File: config.mk
export PLATFORM = sky130hd
export DESIGN_NAME = mc_controller
export DESIGN_NICKNAME = d
export VERILOG_FILES = /design/src/rtl/mc_controller.sv
export SDC_FILE = /design/constraint.sdc
export NUM_CORES = 1
export LEC_CHECK = 0
export ABC_AREA = 1
export CAP_MARGIN = 30
export CORE_UTILIZATION = 52
export CTS_CLUSTER_SIZE = 16
export DETAILED_ROUTE_END_ITERATION = 10
export GPL_TIMING_DRIVEN = 1
export HOLD_SLACK_MARGIN = 0.1
export PLACE_DENSITY = 0.85
export REMOVE_ABC_BUFFERS = 1
export SKIP_CTS_REPAIR_TIMING = 1
export SLEW_MARGIN = 20
export SYNTH_ARGS = -nofsm -noshare
export SYNTH_HDL_FRONTEND = slang
export SYNTH_SLANG_ARGS = --single-unit
export TNS_END_PERCENT = 20
File: constraint.sdc
create_clock -name clk -period 2.5 [get_ports clk]
set_clock_uncertainty 0.15 [all_clocks]
set_input_delay 0.75 -clock clk [delete_from_list [all_inputs] [get_ports clk]]
set_output_delay 0.75 -clock clk [all_outputs]
set_load 0.05 [all_outputs]
File: src/rtl/mc_controller.sv
// mc_controller: multicycle main-control FSM for the mips core.
// Sequences FETCH/DECODE/execute/writeback, drives memory and datapath
// controls, the PC enable and an instructions-retired counter.
// Optional feature: define MC_CTRL_ORI_EN to add ori (ORIEX/ORIWB, aluop=11).
module mc_controller #(
    parameter int INSTR_CNT_W = 32
) (
    input  logic                   clk,
    input  logic                   reset,
    input  logic [5:0]             op,
    input  logic                   zero,
    output logic                   iord,
    output logic                   memwrite,
    output logic                   irwrite,
    output logic                   regwrite,
    output logic                   regdst,
    output logic                   memtoreg,
    output logic                   alusrca,
    output logic [1:0]             alusrcb,
    output logic [1:0]             aluop,
    output logic [1:0]             pcsrc,
    output logic                   pcen,
    output logic                   illegal,
    output logic [INSTR_CNT_W-1:0] instret,
    output logic [3:0]             state
);

    typedef enum logic [3:0] {
        FETCH   = 4'd0,
        DECODE  = 4'd1,
        MEMADR  = 4'd2,
        MEMRD   = 4'd3,
        MEMWB   = 4'd4,
        MEMWR   = 4'd5,
        RTYPEEX = 4'd6,
        ALUWB   = 4'd7,
        BEQEX   = 4'd8,
        ADDIEX  = 4'd9,
        ADDIWB  = 4'd10,
        JEX     = 4'd11,
        ORIEX   = 4'd12,
        ORIWB   = 4'd13
    } state_t;

    localparam logic [5:0] OP_RTYPE = 6'b000000;
    localparam logic [5:0] OP_LW    = 6'b100011;
    localparam logic [5:0] OP_SW    = 6'b101011;
    localparam logic [5:0] OP_BEQ   = 6'b000100;
    localparam logic [5:0] OP_ADDI  = 6'b001000;
    localparam logic [5:0] OP_J     = 6'b000010;
`ifdef MC_CTRL_ORI_EN
    localparam logic [5:0] OP_ORI   = 6'b001101;
`endif

    state_t state_q, state_d;
    logic   pcwrite, branch, retire;

    // State register; reset abandons any in-flight instruction.
    always_ff @(posedge clk) begin
        if (reset) state_q <= FETCH;
        else       state_q <= state_d;
    end

    // Next-state and Moore control decode; everything defaults to 0.
    always_comb begin
        state_d  = FETCH;
        iord     = 1'b0;
        memwrite = 1'b0;
        irwrite  = 1'b0;
        regwrite = 1'b0;
        regdst   = 1'b0;
        memtoreg = 1'b0;
        alusrca  = 1'b0;
        alusrcb  = 2'b00;
        aluop    = 2'b00;
        pcsrc    = 2'b00;
        pcwrite  = 1'b0;
        branch   = 1'b0;
        illegal  = 1'b0;
        retire   = 1'b0;
        case (state_q)
            FETCH: begin
                alusrcb = 2'b01;
                irwrite = 1'b1;
                pcwrite = 1'b1;
                state_d = DECODE;
            end
            DECODE: begin
                alusrcb = 2'b11;
                case (op)
                    OP_LW, OP_SW: state_d = MEMADR;
                    OP_RTYPE:     state_d = RTYPEEX;
                    OP_BEQ:       state_d = BEQEX;
                    OP_ADDI:      state_d = ADDIEX;
                    OP_J:         state_d = JEX;
`ifdef MC_CTRL_ORI_EN
                    OP_ORI:       state_d = ORIEX;
`endif
                    default: begin
                        state_d = FETCH;
                        illegal = 1'b1;
                    end
                endcase
            end
            MEMADR: begin
                alusrca = 1'b1;
                alusrcb = 2'b10;
                state_d = (op == OP_LW) ? MEMRD : MEMWR;
            end
            MEMRD: begin
                iord    = 1'b1;
                state_d = MEMWB;
            end
            MEMWB: begin
                memtoreg = 1'b1;
                regwrite = 1'b1;
                retire   = 1'b1;
            end
            MEMWR: begin
                iord     = 1'b1;
                memwrite = 1'b1;
                retire   = 1'b1;
            end
            RTYPEEX: begin
                alusrca = 1'b1;
                aluop   = 2'b10;
                state_d = ALUWB;
            end
            ALUWB: begin
                regdst   = 1'b1;
                regwrite = 1'b1;
                retire   = 1'b1;
            end
            BEQEX: begin
                alusrca = 1'b1;
                aluop   = 2'b01;
                pcsrc   = 2'b01;
                branch  = 1'b1;
                retire  = 1'b1;
            end
            ADDIEX: begin
                alusrca = 1'b1;
                alusrcb = 2'b10;
                state_d = ADDIWB;
            end
            ADDIWB: begin
                regwrite = 1'b1;
                retire   = 1'b1;
            end
            JEX: begin
                pcsrc   = 2'b10;
                pcwrite = 1'b1;
                retire  = 1'b1;
            end
`ifdef MC_CTRL_ORI_EN
            // The datapath zero-extends the immediate onto signimm for ori.
            ORIEX: begin
                alusrca = 1'b1;
                alusrcb = 2'b10;
                aluop   = 2'b11;
                state_d = ORIWB;
            end
            ORIWB: begin
                regwrite = 1'b1;
                retire   = 1'b1;
            end
`endif
            // Unused encodings recover to FETCH with all controls low.
            default: state_d = FETCH;
        endcase
    end

    // Retired-instruction counter; reset wins over increment, wraps freely.
    always_ff @(posedge clk) begin
        if (reset)       instret <= '0;
        else if (retire) instret <= instret + 1'b1;
    end

    assign pcen  = pcwrite | (branch & zero);
    assign state = state_q;

endmodule

* After elaboration in Yosys (flattened, before gate mapping)
Cells that the tools add are included.
** Operators by class
- Multiplexer cells :: 18
- Add/subtract/negate cells :: 1
- Bitwise gates (word level) :: 2
- Reductions and logical operators :: 10
- Eq/ne operators :: 16
** Operators by type and width (count)
- $add 32x1->32 const B :: 1
- $pmux 4 s6 :: 1
- $pmux 4 s5 :: 1
- $eq 4x3->1 const B :: 4
- $eq 4x4->1 const B :: 4
- $eq 6x6->1 const B :: 2
- $mux 1 :: 12
- $reduce_or 6->1 :: 2
- $eq 4x2->1 const B :: 2
- $pmux 2 s2 :: 2
- $reduce_or 2->1 :: 4
- $eq 6x2->1 const B :: 1
- $eq 6x3->1 const B :: 1
- $eq 6x4->1 const B :: 1
- $logic_not 6->1 :: 1
- $pmux 2 s3 :: 1
- $eq 4x1->1 const B :: 1
- $logic_not 4->1 :: 1
- $reduce_or 4->1 :: 1
- $mux 3 :: 1
- $reduce_or 3->1 :: 1
- $and 1x1->1 :: 1
- $or 1x1->1 :: 1
** Storage, ports and cells
- Bits of input ports :: 9
- Bits in registers :: 36
- Output and inout bits :: 51

* Depth between registers and ports, before layout
Gate-level depths: netlist (run 1).
- Depth after elaboration :: 4
- Mapped depth :: 10
- Mapped depth without buffers :: 9

* Worst setup path before layout (run 1)
OpenSTA, ideal clock, no wires.
- Path type :: register -> output
- Start point :: register state_q[3] (netlist: state[3])
- End point :: output pcen
- Stages on the path, launching flop included :: 7
- Data arrival time :: 2.463 ns
- Path buffers :: 0
- Path slack :: -0.863 ns
- Path through :: dfxtp_1 inv_1 nor2_4 inv_1 nor2_1 a21oi_1 o21ai_0
** Between the ends
- Word-level cells in the longest chain between the ends :: 4
- Elaborated cells on any way between the ends :: 8
- Classes of those cells :: eq/ne: 2; mux: 2; bitwise: 2; reduce/logical: 2
** Ends and longest elaborated chain
- from (decl) :: line 55 : state_t state_q, state_d;
- from (signal assigned) :: line 61 : else state_q <= state_d;
- $eq 4x4->1 or $logic_not 4->1 (tied branches) :: line 81 : case (state_q)
- $reduce_or 2->1 (no line) or $mux 1 (tied branches)
- $mux 1 or $and 1x1->1 (tied branches) :: line 81, 179
- $or 1x1->1 (*) :: line 179 : assign pcen = pcwrite | (branch & zero);
- to (decl) :: line 22 : output logic pcen,
Every way passes the cells marked *; elsewhere a longest branch is shown, timed or not.

* Worst setup path in the final report (run 1)
- Start point :: input zero
- End point :: output pcen
** Between the ends
- Word-level cells in the longest chain between the ends :: 2
** Ends and longest elaborated chain
- from (decl) :: line 11 : input logic zero,
- $and 1x1->1 :: line 179
- $or 1x1->1 :: line 179
Every way passes these cells.

==> summary.txt, run 1 <==
GRT
  – All-Layer GR Usage: between 20% and 30%
  – GRT Residual Overflow: 0
  – Largest net degree at the start of global routing: 32
  – Global-route wire length before repair: 9290 microns
  – Initial antenna violation count: 0
  – Vias in the first global route: 2220

Drt
  – Antenna-violating nets left: 0
  – Vias per cell: about 5.3
  – DR vias: around 2600
  – DRT Wirelength: 6370 microns
  – DRT Pass-1 Iters: 5
  – Starting DRC count in detailed routing: 234
  – Routed len/inst: around 13 microns
  – DRC: 0

CTS
  – CTS tree: yes
  – CTS clk-pin slew, worst paths: 70 ps
  – Clk_lat worst skew: 290 ps
  – H-tree lvl count: 2
  – Root Buffer: clkbuf_8
  – Worst-case clock buffer depth: 2
  – Clk sinks: 36
  – CTS buffer count: 5

Power and ir drop
  – Static leakage power: 0.00141 uW
  – Pwr dens: 358 nW/um^2
  – VDD IR-drop max: roughly 0.34 mV
  – Overall Power: 1170 uW

STA
  – Top achievable clock speed: 404 MHz
  – RSZ-0062 raised after global routing: true
  – Rel. slew slack: 65.5%
  – Worst Tran Pin Value: 515 ps
  – Final WS setup: ~26 ps
  – Tmin final: about 2500 ps
  – Worst-case hold slack: 349 ps
  – Fin. max-slew vios: 0
  – Setup violators final: 0
  – Fin crit share: 99.0%
  – Final hold viol count: 0

Critical path
  – Reg-to-reg startpoint: instret[0]
  – CP Max Fanout: 1
  – Reg2reg end: instret[14]
  – Crit path arrival time: 1570 ps
  – R2R depth: 8
  – Critical Path Source Type: input pin
  – Critical path endpoint category: output pin
  – R2R setup slack: ~500 ps
  – Critical Path RT: about 1600 ps
  – Critical setup path kind: in -> out

Logic synthesis
  – Synth cell types: 33
  – Synthesized area: between 2000 and 2500 sq um
  – Sequential fraction of the synthesis area: 32.3%
  – Cells after Synth: approximately 360
  – YS warnings: 0
  – Synthesized flop and latch total: 36
  – Synthesized area per cell: just over 6 sq um

Outcome
  – Outcome: finished, final reports clean

Placed design
  – Dpl ws: -431 ps
  – DP Area: 3050 sq um
  – DP HPWL: 4450 microns
  – Port Buf Inserts: 59
  – GPL Wtd Cong: ~0.85

Finish
  – Area Growth Syn to Fin: 46.6%
  – Final Cell Area: 3270 sq um
  – Multi-input gate area: 1370 sq um
  – # diodes: 0
  – Share of cells above drive strength 1: between 20% and 30%
  – Area taken by flip-flops and latches: between 700 and 800 sq um
  – Nets: 446
  – Fillcell total: 271

Floorplanning
  – Die ar.: 4560 sq um
  – DIE WIDTH: 67.5 microns
  – Row Count: 23
  – Core box area: 4060 sq um
  – I/O Pins: 60
  – Die height: roughly 68 microns
  – Initial Util: 55.0%

Hold path
  – WHS Path Cells: 2
  – Hold Startpoint: instret[6]
  – Worst hold endpoint: instret[6]
  – Worst min path class: reg -> reg

Flow run
  – Max-cap violations: 0
power breakdown:
group | switching, uW | total [uW] | leakage (uW) | internal [uW]
Clock | 198 | 423 | 0.0000455 | 225
Sequential | 4.30 | 579 | 0.000293 | 575
Combinational | 97.1 | 169 | 0.00107 | 71.8
Total | 300 | 1170 | 0.00141 | 871
critical path, stage by stage:
cell and delay, ps:
clkdlybuf4s50_1 410, a21oi_1 170, o21ai_2 90, buf_12 150
cell usage after synthesis:
library cell	instances	share of area (%)
buf_2	1	0.22
nor2_2	10	2.8
nand3_2	4	1.8
nand2_2	5	1.4
nor2_4	5	2.5
and2_1	1	0.28
o21ai_0	9	2.0
o21bai_2	1	0.50
nor3b_1	1	0.34
or2_2	1	0.28
o21ai_1	3	0.67
buf_1	1	0.17
o22ai_1	1	0.28
or3_1	1	0.28
o21bai_1	1	0.34
nand3_1	22	4.9
nor3_1	3	0.67
ha_1	1	0.56
inv_2	3	0.50
nand4_1	11	3.1
buf_12	1	0.90
nor2_1	78	13
inv_4	1	0.28
buf_6	1	0.50
inv_1	40	6.7
nand2_1	89	15
a21oi_2	1	0.39
buf_4	1	0.34
nand2_4	2	1.0
clkbuf_1	1	0.17
a21oi_1	24	5.4
nand3b_1	1	0.34
dfxtp_1	36	32
flip-flops by register name, summed over array words and instances, names as in the netlist:
register / flops
instret: 32
state: 4
routing by layer:
| layer | share of wire [%] | global-route usage, % | vias to the layer above |
|---|---|---|---|
| met3 | 6.7 | 7.26 | 22 |
| met2 | 49 | 45.0 | 114 |
| li1 | - | - | 1289 |
| met4 | 2.9 | 14.4 | 0 |
| met5 | 0 | 0 | - |
| met1 | 42 | 32.0 | 1160 |
cell type report:
class                      instances  area share (%)
inverter                          44            5.43
tap                               50            1.91
clock buffer                       8            2.75
sequential                        36            22.3
multi-input combinational        275            41.7
timing repair buffer              74            25.9
cells by family (layout without fill, tap and decap cells):
| group | count (synthesis) | count (layout) | synth area share (%) |
|---|---|---|---|
| AND/OR/NAND/NOR | 234 | 234 | 47.8 |
| buffers and inverters | 50 | 126 | 9.80 |
| AO/OA/AOI/OAI | 40 | 40 | 9.58 |
| flip-flops | 36 | 36 | 32.3 |
| adder cells (fa/ha/maj) | 1 | 1 | 0.560 |
cell usage in the layout (no fill, tap or decap), types with 5 or more instances in the layout:
master / count
nand3_2: 6
nor2_1: 72
nand2_4: 5
nor2_2: 15
nand4_1: 11
dfxtp_1: 32
a21oi_1: 24
nand2_1: 82
buf_12: 14
inv_2: 8
dlymetal6s2s_1: 5
nor2_4: 6
clkdlybuf4s50_1: 31
clkbuf_8: 6
o21ai_0: 8
nand2_2: 9
nand3_1: 20
inv_1: 32
buf_4: 19
worst max path at each step:
stage | end | cells past startpoint | from | slack, ps
floorplan | pcen | 6 | state[3] | -1470
global placement | illegal | 10 | op[4] | -360
detailed placement | illegal | 8 | op[4] | -430
CTS | illegal | 8 | op[4] | -510
global route | alusrca | 7 | state[1] | -40
finish | pcen | 4 | zero | 30
stage by stage:
stage               setup TNS (ps)  utilization, %  instances
detailed placement            -470            75.1        475
finish                           0            80.7        487
global placement              -358            75.1        475
global route                 -66.9            80.7        487
CTS                           -705            77.3        483
floorplan                    -5830               -        355
No activity file was read; power rests on OpenSTA's default activity.
==> inputs of run 2 (changes only) <==
--- a/config.mk
+++ b/config.mk
@@ -7,6 +7,7 @@
 export LEC_CHECK = 0
 export ABC_AREA = 1
 export CAP_MARGIN = 30
+export CORE_ASPECT_RATIO = 0.6
 export CORE_UTILIZATION = 52
 export CTS_CLUSTER_SIZE = 16
 export DETAILED_ROUTE_END_ITERATION = 10
==> run 2 against run 1 <==
Non-clock buffer count decreased by 6. First-iteration DRC count grew 9.8%. Setup slack got worse by 20 ps. Critical endpoint is now alusrca.
==> summary.txt, run 2 (synthesis gave the netlist of run 1 again) <==
Outcome
  – Outcome: finished, final reports clean

Drt
  – Starting DRC count in detailed routing: 257 (+9.8%)
  – Vias per cell: 5.25 (-1.1%)
  – Met2 Wirelength: 2730 microns (-12%)
  – DR vias: 2573 (-0.46%)
  – DRC: 0 (unchanged)
  – DRT met1 WL: 3170 microns (+19%)
  – DRT Wirelength: 6490 microns (+1.8%)
  – Highest metal used: met4
  – WL met3: 539 microns (+27%)
  – Antenna-violating nets left: 0 (unchanged)
  – DRT Pass-1 Iters: 5 (unchanged)
  – Routed len/inst: 13.2 microns (+1.2%)

Placed design
  – Dpl ws: -433 ps (-2.33 ps)
  – Port Buf Inserts: 59 (unchanged)
  – GPL Wtd Cong: 0.831 (-2.8%)
  – DP HPWL: 4930 microns (+11%)

Floorplanning
  – Core box area: 4120 sq um (+1.6%)
  – DIE WIDTH: 86.6 microns (+28%)
  – I/O Pins: 60 (unchanged)
  – Die height: 52.8 microns (-22%)
  – Initial Util: 54.2% (-0.85 points)
  – Die ar.: 4570 sq um (+0.19%)
  – Row Count: 18 (-22%)

GRT
  – All-Layer GR Usage: 29.6% (+2.3 points)
  – Vias in the first global route: 2179 (-1.8%)
  – Global-route wire length before repair: 10300 microns (+11%)
  – GRT Residual Overflow: 0 (unchanged)
  – Largest net degree at the start of global routing: 22 (-31%)
  – Initial antenna violation count: 0 (unchanged)

STA
  – Fin. max-slew vios: 0 (unchanged)
  – Top achievable clock speed: 401 MHz (-0.82%)
  – RSZ-0062 raised after global routing: true
  – Rel. slew slack: 64.2% (-1.4 points)
  – Worst Tran Pin Value: 536 ps (+20.3 ps)
  – Final hold viol count: 0 (unchanged)
  – Fin crit share: 99.8% (+0.82 points)
  – Final WS setup: 5.23 ps (-20.5 ps)
  – Setup violators final: 0 (unchanged)
  – Tmin final: 2490 ps (+20.5 ps)

Critical path
  – Critical path endpoint category: output pin
  – Critical Path RT: 1600 ps (about the same)
  – Worst path cell trace: nor2_1, inv_1, nor2_1, buf_4, or3_4, buf_12
  – Critical setup path kind: reg -> out
  – Crit path arrival time: 1590 ps (+20 ps)
  – CP max-delay cell: dfxtp_4
  – Buf/Inv on CP: 3 (+1)
  – CP Max Fanout: 6 (+5)
  – Crit-path leading delay family: simple AND/OR/NAND/NOR gates
  – Slowest stage delay, CP: 390 ps (-20 ps)
  – Critical Path Source Type: flop
  – Most frequent CP cell: nor2_1

Hold path
  – Worst min path class: reg -> reg

CTS
  – CTS tree: yes
  – H-tree lvl count: 2 (unchanged)
  – CTS clk-pin slew, worst paths: 70 ps (about the same)
  – Clk_lat worst skew: 290 ps (about the same)
  – Worst-case clock buffer depth: 2 (unchanged)
  – Root Buffer: clkbuf_8
  – Clk sinks: 36 (unchanged)
  – CTS buffer count: 5 (unchanged)

Finish
  – Final Util: 76.7% (-4.0 points)
  – Nets: 440 (-1.3%)
  – Commonest non-fill, non-tap cell in the layout: nand2_1
  – Share of cells above drive strength 1: 22.3% (-1.9 points)
  – # diodes: 0 (unchanged)
  – Max reg flops: 32 (unchanged)
  – Most frequent cells in the layout: 84 x nand2_1, 73 x nor2_1, 33 x inv_1
  – Largest Register: instret
  – Area Growth Syn to Fin: 41.5%

Power and ir drop
  – Pwr dens: 359 nW/um^2 (+0.40%)
  – VDD IR-drop max: 0.281 mV (-18%)
  – Static leakage power: 0.00139 uW (-0.89%)

Flow run
  – Max-cap violations: 0 (unchanged)
run 2: area by class of cell:
type / instances / area (sq um)
sequential: 36 / 731
clock buffer: 6 / 72.6
inverter: 44 / 168
multi-input combinational: 275 / 1330
clock inverter: 1 / 5.00
timing repair buffer: 68 / 776
fill: 315 / 961
tap: 60 / 75.1
run 2: metrics by stage:
stage / power (uW) / cell area [sq um] / setup TNS [ps] / std cells / hold slack (ps)
CTS: 1130 / 3110 / -659 / 489 / 341
floorplan: 668 / 2180 / -5830 / 355 / 529
global route: 1160 / 3160 / -235 / 490 / 357
detailed placement: 743 / 3030 / -451 / 482 / 331
global placement: 740 / 3030 / -356 / 482 / 321
finish: 1140 / 3160 / 0 / 490 / 343
run 2: power by group:
group	switching, uW	total [uW]	internal, uW
combinational	93.4	157	64.0
clock	210	400	190
sequential	3.65	578	575
total	307	1140	828
run 2: worst reg2reg max path, stage by stage (launching register included):
cell and delay, ps:
dfxtp_1 410, ha_1 240, nand3_1 160, nor2_1 310
nand2_2 200, inv_1 160, nand3_1 120, nor2_1 170
nor2_1 70
run 2: path summary, 6_finish.rpt:
kind	startpoint	endpoint	slack (ps)	cells after the start
worst min-delay path	instret[10]	instret[10]	340	2
worst min register to register	instret[10]	instret[10]	340	2
worst max register to register	instret[0]	instret[14]	410	8
worst max-delay path	state[1]	alusrca	5	6
run 2: layer usage:
metal | track usage [%] | vias to the layer above
li1 | - | 1279
met1 | 43.6 | 1174
met2 | 44.0 | 113
met3 | 6.93 | 7
met4 | 4.72 | 0
met5 | 0 | -
==> inputs of run 3 (changes only) <==
==> constraint.sdc (replaced) <==
create_clock -name clk -period 3.1 [get_ports clk]
set_clock_uncertainty 0.15 [all_clocks]
set_input_delay 0.93 -clock clk [delete_from_list [all_inputs] [get_ports clk]]
set_output_delay 0.93 -clock clk [all_outputs]
set_load 0.05 [all_outputs]
==> run 3 against run 2 <==
Utilization is 2.5 points lower. Via count decreased by 2.3%. Design area down 3.2%.
==> summary.txt, run 3 (synthesis gave the netlist of run 1 again) <==
Outcome
  – Outcome: finished, final reports clean

GRT
  – Largest net degree at the start of global routing: 22 (unchanged)
  – Initial antenna violation count: 0 (unchanged)
  – Vias in the first global route: 2164 (-0.69%)
  – Global-route wire length before repair: 10200 microns (-0.81%)
  – GRT Residual Overflow: 0 (unchanged)
  – All-Layer GR Usage: 29.8% (+0.23 points)

Drt
  – DRT Wirelength: 6400 microns (-1.3%)
  – DR vias: 2513 (-2.3%)
  – DRT Pass-1 Iters: 5 (unchanged)
  – Starting DRC count in detailed routing: 183 (-29%)
  – Routed len/inst: 13.1 microns (-1.1%)
  – Vias per cell: 5.14 (-2.1%)
  – Antenna-violating nets left: 0 (unchanged)
  – DRC: 0 (unchanged)

Critical path
  – R2R setup slack: 1050 ps (+640 ps)
  – Slowest stage delay, CP: 800 ps (+410 ps)
  – Worst path cell trace: inv_1, nor2_4, inv_1, nor2_1, clkdlybuf4s50_1
  – Critical Path RT: 2020 ps (+420 ps)
  – Critical Path Source Type: flop
  – Most frequent CP cell: inv_1
  – Reg-to-reg startpoint: instret[0]
  – Reg2reg end: instret[14]
  – CP max-delay cell: clkdlybuf4s50_1
  – CP Max Fanout: 4 (-2)
  – Critical setup path kind: reg -> out
  – Critical path endpoint category: output pin
  – Crit path arrival time: 1900 ps (+310 ps)
  – R2R depth: 8 (unchanged)

Finish
  – Fillcell total: 345 (+9.5%)
  – Max reg flops: 32 (unchanged)
  – Share of cells above drive strength 1: 14.7% (-7.6 points)
  – Multi-input gate area: 1320 sq um (-1.3%)
  – Final Cell Area: 3060 sq um (-3.2%)
  – Commonest non-fill, non-tap cell in the layout: nand2_1
  – Largest Register: instret
  – Most frequent cells in the layout: 87 x nand2_1, 75 x nor2_1, 42 x clkdlybuf4s50_1
  – Area taken by flip-flops and latches: 721 sq um (-1.4%)
  – Area Growth Syn to Fin: 37.0%
  – Nets: 439 (-0.23%)
  – # diodes: 0 (unchanged)

Power and ir drop
  – Power share of the clock group: 38.9% (+3.7 points)
  – Pwr dens: 312 nW/um^2 (-13%)
  – Static leakage power: 0.00133 uW (-4.6%)
  – Sequential Power Share: 49.0% (-1.9 points)
  – Combinational power share: 12.1% (-1.8 points)
  – NetSw: 248 uW (-19%)
  – Int Pwr: 706 uW (-15%)
  – VDD IR-drop max: 0.206 mV (-27%)
  – Sw Ratio: 26.0% (-1.0 points)

Floorplanning
  – Die ar.: 4570 sq um (unchanged)
  – Initial Util: 54.2% (unchanged)
  – Die height: 52.8 microns (unchanged)
  – I/O Pins: 60 (unchanged)
  – Row Count: 18 (unchanged)
  – DIE WIDTH: 86.6 microns (unchanged)
  – Core box area: 4120 sq um (unchanged)

CTS
  – Clk_lat worst skew: 290 ps (about the same)
  – H-tree lvl count: 2 (unchanged)
  – Worst-case clock buffer depth: 2 (unchanged)
  – Clk sinks: 36 (unchanged)
  – CTS buffer count: 5 (unchanged)
  – Root Buffer: clkbuf_8
  – CTS clk-pin slew, worst paths: 70 ps (about the same)
  – CTS tree: yes

STA
  – Setup violators final: 0 (unchanged)
  – Fin crit share: 96.2%
  – Fin. max-slew vios: 0 (unchanged)
  – Worst Tran Pin Value: 526 ps (-10.1 ps)
  – RSZ-0062 raised after global routing: false
  – Final WS setup: 118 ps (+113 ps)
  – Final hold viol count: 0 (unchanged)
  – Setup_tns: 0 ps (unchanged)
  – Top achievable clock speed: 335 MHz
  – Rel. slew slack: 64.8% (+0.67 points)
  – Tmin final: 2980 ps

Placed design
  – GPL Wtd Cong: 0.860 (+3.6%)
  – Dpl ws: -174 ps (+259 ps)
  – DP HPWL: 4810 microns (-2.4%)
  – DP Area: 2910 sq um (-4.0%)
  – Port Buf Inserts: 59 (unchanged)

Flow run
  – Max-cap violations: 0 (unchanged)

Hold path
  – Worst min path class: reg -> reg
  – WHS Path Cells: 2 (unchanged)
  – Hold Startpoint: instret[10]
  – Worst hold endpoint: instret[10]
run 3: critical path: cells and delay by family, from the launching register on:
kind,cells,cell delay (ps)
buffers and inverters,3,990
flip-flops,1,410
AND/OR/NAND/NOR,2,210
run 3: worst max path at each step:
stage,startpoint,to,slack [ps],cells after the start
final,state[3],pcsrc[1],120,5
after global routing,state[2],memtoreg,10,5
after CTS,op[4],illegal,-170,8
after detailed placement,op[4],illegal,-170,8
after global placement,op[4],illegal,-130,10
after floorplan,state[3],pcen,-1050,6
run 3: final cells by class:
| cell class | instances | area share, % |
|---|---|---|
| multi-input cells | 275 | 43.0 |
| flip-flops and latches | 36 | 23.6 |
| repair buffers | 67 | 22.3 |
| inverters | 44 | 5.48 |
| clock buffers | 7 | 3.15 |
| well taps | 60 | 2.45 |
run 3: per-layer routing:
layer / share of wire [%] / up-vias / GRT usage (%) / wire, microns
li1: - / 1275 / - / -
met1: 50 / 1137 / 43.7 / 3210
met2: 41 / 95 / 42.1 / 2610
met3: 8.1 / 6 / 9.76 / 521
met4: 0.92 / 0 / 5.56 / 59
met5: 0 / - / 0 / 0
run 3: per-stage QoR:
stage,hold slack [ps],util (%),instances,total power (uW)
finish,342,74.2,489,954
floorplan,529,-,355,539
CTS,342,72.9,488,948
detailed placement,325,70.6,481,588
global placement,320,70.6,481,586
global route,364,74.2,489,982
run 3: power by group through the flow:
stage | logic (uW) | clock network, uW | registers [uW]
after floorplan | 54.8 | 0 | 484
after detailed placement | 110 | 0 | 478
after global placement | 109 | 0 | 478
after CTS | 110 | 371 | 467
after global routing | 123 | 391 | 468
final | 115 | 372 | 467
